File: src/rtl/life_seq_ctrl.sv
// rtl/life_seq_ctrl.sv - key/step sequencer and end-of-game detector for the 8x8 Life datapath
// Optional single-step in PAUSE: define LIFE_SEQ_SINGLE_STEP_EN.
module life_seq_ctrl #(
  parameter int STEP_DIV     = 4,
  parameter int GEN_MAX      = 1000,
  parameter int CLEAR_CYCLES = 2
) (
  input  logic        clka,
  input  logic        rst,
  input  logic        key_set,
  input  logic        key_kill,
  input  logic        key_go,
  input  logic        key_clear,
  input  logic [63:0] grid,
  output logic [1:0]  state,
  output logic        btn0,
  output logic        btn1,
  output logic        stop,
  output logic [5:0]  cursor,
  output logic [15:0] gen_count,
  output logic        running
);

  typedef enum logic [2:0] {S_CLEAR, S_EDIT, S_RUN, S_PAUSE, S_DONE} fsm_t;

  localparam logic [15:0] DIV_LAST = 16'(STEP_DIV - 1);
  localparam logic [15:0] GEN_LIM  = 16'(GEN_MAX);
  localparam logic [15:0] CLR_INIT = 16'(CLEAR_CYCLES);

  fsm_t        fsm_q, fsm_d;
  logic [15:0] clr_cnt_q, clr_cnt_d;
  logic [15:0] div_q, div_d;
  logic        step_q, step_d;
  logic        chk_q, chk_d;
  logic        pause_pend_q, pause_pend_d;
  logic [63:0] last_grid_q, last_grid_d;
  logic [3:0]  key_prev_q, key_prev_d;
  logic [1:0]  state_q, state_d;
  logic        btn0_q, btn0_d;
  logic        btn1_q, btn1_d;
  logic        stop_q, stop_d;
  logic [5:0]  cursor_q, cursor_d;
  logic [15:0] gen_q, gen_d;
  logic        running_q, running_d;

  logic [3:0]  key_raw;
  logic [3:0]  key_edge;
  logic        set_e, kill_e, go_e, clr_e;
  logic        end_hit;

  // Edge detection on raw keys; a single register stage per key
  always_comb begin
    key_raw    = {key_clear, key_go, key_kill, key_set};
    key_prev_d = key_raw;
    key_edge   = key_raw & ~key_prev_q;
    set_e      = key_edge[0];
    kill_e     = key_edge[1];
    go_e       = key_edge[2];
    clr_e      = key_edge[3];
    end_hit    = (grid == 64'd0) || (grid == last_grid_q) ||
                 ((GEN_LIM != 16'd0) && (gen_q == GEN_LIM));
  end

  // State and datapath registers with synchronous reset
  always_ff @(posedge clka) begin
    if (rst) begin
      fsm_q        <= S_CLEAR;
      clr_cnt_q    <= CLR_INIT;
      div_q        <= 16'd0;
      step_q       <= 1'b0;
      chk_q        <= 1'b0;
      pause_pend_q <= 1'b0;
      last_grid_q  <= 64'd0;
      key_prev_q   <= 4'd0;
      state_q      <= 2'b00;
      btn0_q       <= 1'b0;
      btn1_q       <= 1'b0;
      stop_q       <= 1'b0;
      cursor_q     <= 6'd0;
      gen_q        <= 16'd0;
      running_q    <= 1'b0;
    end else begin
      fsm_q        <= fsm_d;
      clr_cnt_q    <= clr_cnt_d;
      div_q        <= div_d;
      step_q       <= step_d;
      chk_q        <= chk_d;
      pause_pend_q <= pause_pend_d;
      last_grid_q  <= last_grid_d;
      key_prev_q   <= key_prev_d;
      state_q      <= state_d;
      btn0_q       <= btn0_d;
      btn1_q       <= btn1_d;
      stop_q       <= stop_d;
      cursor_q     <= cursor_d;
      gen_q        <= gen_d;
      running_q    <= running_d;
    end
  end

  // Next FSM state; a go press landing on a step defers PAUSE until its check is done
  always_comb begin
    fsm_d        = fsm_q;
    pause_pend_d = pause_pend_q;
    if (clr_e) begin
      fsm_d        = S_CLEAR;
      pause_pend_d = 1'b0;
    end else begin
      case (fsm_q)
        S_CLEAR: if (clr_cnt_q <= 16'd1) fsm_d = S_EDIT;
        S_EDIT:  if (go_e) fsm_d = S_RUN;
        S_RUN: begin
          if (chk_q) begin
            pause_pend_d = 1'b0;
            if (end_hit)                    fsm_d = S_DONE;
            else if (pause_pend_q || go_e)  fsm_d = S_PAUSE;
          end else if (step_q) begin
            if (go_e) pause_pend_d = 1'b1;
          end else if (go_e) begin
            fsm_d = S_PAUSE;
          end
        end
        S_PAUSE: begin
          pause_pend_d = 1'b0;
          if (chk_q && end_hit) fsm_d = S_DONE;
          else if (go_e)        fsm_d = S_RUN;
        end
        S_DONE:  if (go_e) fsm_d = S_EDIT;
        default: fsm_d = S_CLEAR;
      endcase
    end
  end

  // Generation pacing: divider, step strobe, post-step check strobe, clear hold count
  always_comb begin
    if ((fsm_d == S_RUN) && (fsm_q == S_RUN))
      div_d = (div_q == DIV_LAST) ? 16'd0 : div_q + 16'd1;
    else
      div_d = 16'd0;

    step_d = (fsm_d == S_RUN) && (fsm_q == S_RUN) && (div_d == DIV_LAST);
`ifdef LIFE_SEQ_SINGLE_STEP_EN
    if ((fsm_q == S_PAUSE) && (fsm_d == S_PAUSE) && set_e && !step_q && !chk_q)
      step_d = 1'b1;
`endif

    chk_d = step_q && (fsm_d != S_CLEAR);

    if ((fsm_d == S_CLEAR) && (fsm_q == S_CLEAR) && !clr_e)
      clr_cnt_d = clr_cnt_q - 16'd1;
    else
      clr_cnt_d = CLR_INIT;
  end

  // Registered outputs derived from the upcoming state; cursor advances after each write pulse
  always_comb begin
    case (fsm_d)
      S_CLEAR: state_d = 2'b00;
      S_EDIT:  state_d = 2'b01;
      default: state_d = step_d ? 2'b10 : 2'b11;
    endcase

    btn0_d    = (fsm_q == S_EDIT) && (fsm_d == S_EDIT) && set_e;
    btn1_d    = (fsm_q == S_EDIT) && (fsm_d == S_EDIT) && kill_e && !set_e;
    stop_d    = (fsm_d == S_DONE);
    running_d = (fsm_d == S_RUN);

    if (fsm_d == S_CLEAR) cursor_d = 6'd0;
    else                  cursor_d = cursor_q + {5'd0, (btn0_q | btn1_q)};

    if (fsm_d == S_CLEAR)                          gen_d = 16'd0;
    else if ((fsm_q == S_DONE) && (fsm_d == S_EDIT)) gen_d = 16'd0;
    else if (step_q && (gen_q != 16'hFFFF))        gen_d = gen_q + 16'd1;
    else                                           gen_d = gen_q;

    if (fsm_d == S_CLEAR) last_grid_d = 64'd0;
    else if (step_q)      last_grid_d = grid;
    else                  last_grid_d = last_grid_q;
  end

  assign state     = state_q;
  assign btn0      = btn0_q;
  assign btn1      = btn1_q;
  assign stop      = stop_q;
  assign cursor    = cursor_q;
  assign gen_count = gen_q;
  assign running   = running_q;

endmodule

File: config.mk
export PLATFORM = sky130hd
export DESIGN_NAME = life_seq_ctrl
export DESIGN_NICKNAME = d
export VERILOG_FILES = /design/src/rtl/life_seq_ctrl.sv
export SDC_FILE = /design/constraint.sdc
export NUM_CORES = 1
export LEC_CHECK = 0
export CAP_MARGIN = 20
export CELL_PAD_IN_SITES_DETAIL_PLACEMENT = 1
export CELL_PAD_IN_SITES_GLOBAL_PLACEMENT = 2
export CORE_MARGIN = 1.5
export CORE_UTILIZATION = 33
export DETAILED_ROUTE_END_ITERATION = 6
export GPL_ROUTABILITY_DRIVEN = 0
export PLACE_DENSITY_LB_ADDON = 0.2
export SLEW_MARGIN = 40
export SYNTH_ARGS = -nofsm -noshare
export SYNTH_HDL_FRONTEND = slang
export SYNTH_SLANG_ARGS = --single-unit
File: constraint.sdc
create_clock -name clka -period 3.54 [get_ports clka]
set_clock_uncertainty 0.15 [all_clocks]
set_input_delay 0.531 -clock clka [delete_from_list [all_inputs] [get_ports clka]]
set_output_delay 0.531 -clock clka [all_outputs]
set_load 0.02 [all_outputs]
==> summary.md <==
| Metric | Value |
|---|---|
| CTS tree | `yes` |
| H-Tree Depth | `4` |
| Violation count after the first detailed-route iteration | `185` |
| Worst-Margin Slew | `0.827 ns` |
| Antenna diode count | `0` |
| Max frequency | `296 MHz` |
| Fin nets | `917` |
| Area share of the largest cell type after synthesis | `42.9%` |
| Synthesis warning total | `0` |
| Die Span Y | `141 um` |
| Vias in the first global route | `5815` |
| Slowest-stage cell, CP | `or4_4` |
| Total core area | `18600 um2` |
| Top FF cell, synth | `dfxtp_1` |
| Sequential element share of the synthesized area | `42.9%` |
| Setup Viol. Count Final | `0` |
| CP peak stage delay | `0.56 ns` |
| Largest net degree at the start of global routing | `68` |
| Reg clk slew, reported paths | `0.06 ns` |
| Largest area contributor in the netlist | `dfxtp_1` |
| Worst EP required | `3.70 ns` |
| Layout area overhead | `39.5%` |
| Post-layout min period | `3.37 ns` |
| Leakage Power | `2.94 nW` |
| Yosys cell types | `47` |
| R2R cell count | `10` |
| Placed Cells | `1053` |
| Syn_area_per_cell | `9.19 um2` |
| CTS Sinks | `134` |
| Vias/cell | `4.97` |
| CP cell instances | `clkdlybuf4s50_1 > nor4_4 > buf_4 > nand4_1 > nor4_2 > buf_4 > a31oi_1 > and3_4 > or4_4 > a31oi_4 > buf_6 > clkbuf_16 > nor2_1` |
| Top cells by area, synth | `dfxtp_1 (43%), xnor2_1 (13%), mux2i_1 (11%)` |
| Count of pins over their slew limit | `0` |
| Pre-antenna DRT Iters | `4` |
| Skew-Pair Late Insertion Delay | `0.43 ns` |
| Hold Startpoint | `key_prev_q[1]$_SDFF_PP0_` |
| Crit path launch type | `input port` |
| Post-synth EDFFs | `0` |
| GRT Residual Overflow | `0` |
| Register area | `2690 um2` |
| Post-synth top cells | `dfxtp_1 (134), nor2_1 (118), xnor2_1 (90)` |
| DP Wirelength | `13.8 mm` |
| Hold WC Path Type | `reg -> reg` |
| Post-Layout Cell Count | `1087` |
| First-pass GRT wire length | `30.1 mm` |
| #FFs+latches synth | `134` |
| CP delay by family, top | `simple AND/OR/NAND/NOR gates` |
| DIE WIDTH | `141 um` |
| Initial Util | `33.6%` |
| CP Max Fanout | `10` |
| GRT Util Overall | `19.5%` |
| Hold Path Depth | `1` |
| FP Rows | `50` |
| Crit-path most repeated cell | `buf_4` |
| Root Driver | `clkbuf_16` |
| Reg2reg end | `last_grid_q[15]$_SDFFE_PP0P_` |
| Crit end category | `flip-flop` |
| Share of cells above drive strength 1 | `14.4%` |
| Input/output buffers | `97` |
| CTS Hold Bufs | `0` |
| Tcrit/Tclk final | `95.3%` |
| Reg2Reg Setup Slack | `0.44 ns` |
| Net count after synthesis | `758` |
| Total of max-cap violations | `0` |
| R2R Path Start | `last_grid_q[60]$_SDFFE_PP0P_` |
| Area of the multi-input gates | `3510 um2` |
| Bufs and invs on worst path | `5` |
| Drt wl/cell | `17.2 um` |
| Routed Antenna Nets | `0` |
| Via Count | `5400` |
| PD cells | `524 nW/um2` |
| Post-Syn Area | `6260 um2` |
| Asr flop ratio synth | `0%` |
| WS Path Type | `in -> reg` |
| Hold EP | `btn1$_SDFF_PP0_` |
| Layout Utilization | `46.8%` |
| Die footprint | `19800 um2` |
| Worst Path Arrival | `3.54 ns` |
| Num ports | `98` |
| Final WL | `18.7 mm` |
| Outcome | `finished, final reports clean` |
| Hold Vio Cnt, Final | `0` |
| Antenna violations before repair | `0` |
| Syn Inst Count | `681` |
| Worst vdd ir | `393 uV` |
| Num CTS Buffers | `17` |
| Fill cells | `2126` |
| Drt drc | `0` |
| Worst slew margin | `44.8%` |
| CTS Buffer Depth | `2` |
| Top-count cell post-synth | `dfxtp_1` |
worst max path at each step:
stage               cells past startpoint  slack, ns     start                      endpoint
global placement                       11      -0.45   grid[2]           state[0]$_SDFF_PP0_
detailed placement                     11      -0.49   grid[2]           state[0]$_SDFF_PP0_
CTS                                    10       0.03   grid[4]           state[0]$_SDFF_PP0_
floorplan                               8       0.66   grid[7]           state[0]$_SDFF_PP0_
finish                                 13       0.17   grid[3]  last_grid_q[15]$_SDFFE_PP0P_
global route                           12      -0.01  grid[37]  last_grid_q[13]$_SDFFE_PP0P_
cell type report:
cell class                 instances  area share [%]
clock inverter                    14            2.37
multi-input combinational        512            40.2
inverter                          10           0.430
clock buffer                      18            4.92
tap                              234            3.35
sequential                       134            30.8
timing repair buffer             165            17.9
where the power goes:
group | total, mW | internal [mW] | switching, mW
Sequential | 1.63 | 1.57 | 0.0585
Combinational | 1.03 | 0.491 | 0.535
Clock | 1.92 | 1.24 | 0.679
Total | 4.58 | 3.30 | 1.27
flip-flops by register name (all words and copies together) (netlist names), 2 cells and up:
| signal | count |
|---|---|
| state | 2 |
| last_grid_q | 64 |
| gen_count | 16 |
| div_q | 16 |
| key_prev_q | 4 |
| clr_cnt_q | 16 |
| cursor | 6 |
| fsm_q | 3 |
cell usage in the layout, fill, tap and decap left out, types with 4 or more instances in the layout:
cell type / Yosys / layout
xnor2_1: 90 / 85
a21oi_1: 9 / 9
nand2_1: 25 / 25
dlymetal6s2s_1: 0 / 6
xnor2_2: 0 / 5
nand3_1: 22 / 22
clkdlybuf4s50_1: 0 / 91
clkinvlp_4: 0 / 4
bufinv_16: 0 / 5
dfxtp_1: 134 / 133
clkinv_2: 0 / 4
nor2b_1: 12 / 12
o21ai_0: 6 / 6
nand4_1: 27 / 27
nor2_1: 118 / 118
nor4_2: 1 / 7
nor4_1: 28 / 21
buf_6: 1 / 4
and3_1: 10 / 10
clkbuf_16: 0 / 18
inv_1: 10 / 10
buf_4: 1 / 60
nor3b_1: 5 / 5
a31oi_1: 5 / 5
ha_1: 7 / 7
nor3_1: 29 / 29
mux2i_1: 66 / 66
xor2_1: 19 / 19
cells by family after synthesis:
group	Yosys count	share of synthesized area [%]
multiplexers	66	10.6
flip-flops	134	42.9
XOR/XNOR	109	15.3
AO/OA/AOI/OAI	29	3.06
adder cells (fa/ha/maj)	7	1.40
buffers and inverters	35	2.46
AND/OR/NAND/NOR	301	24.4
layer usage:
metal  up-vias  GRT usage [%]  part of all wire (%)  wire [um]
met2        85           34.1                    50       9400
met1      2596           22.8                    44       8180
met4         0           8.17                   2.3        438
met3        31           4.79                   3.8        710
met5         -              0                     0          0
li1       2688              -                     -          -
metrics by stage:
step                      setup WS (ns)  cell area [um2]  power, mW  hold WS [ns]  TNS [ns]
after floorplan                   0.656             6260       2.19         0.225         0
after global placement           -0.454             7940       2.62         0.275    -43.05
after detailed placement         -0.488             7940       2.64         0.289    -47.36
after CTS                        0.0270             8590       4.59         0.299         0
after global routing            -0.0112             8730       4.78         0.306   -0.0251
final                             0.166             8730       4.58         0.290         0
what timing repair did:
| item | in CTS | in global routing |
|---|---|---|
| cloned | 0 | 1 |
| buffers inserted | 1 | 0 |
| setup endpoints to repair | 46 | 105 |
| pin swaps | 1 | 11 |
| resized for setup | 1 | 21 |
No activity file was read; power rests on OpenSTA's default activity.
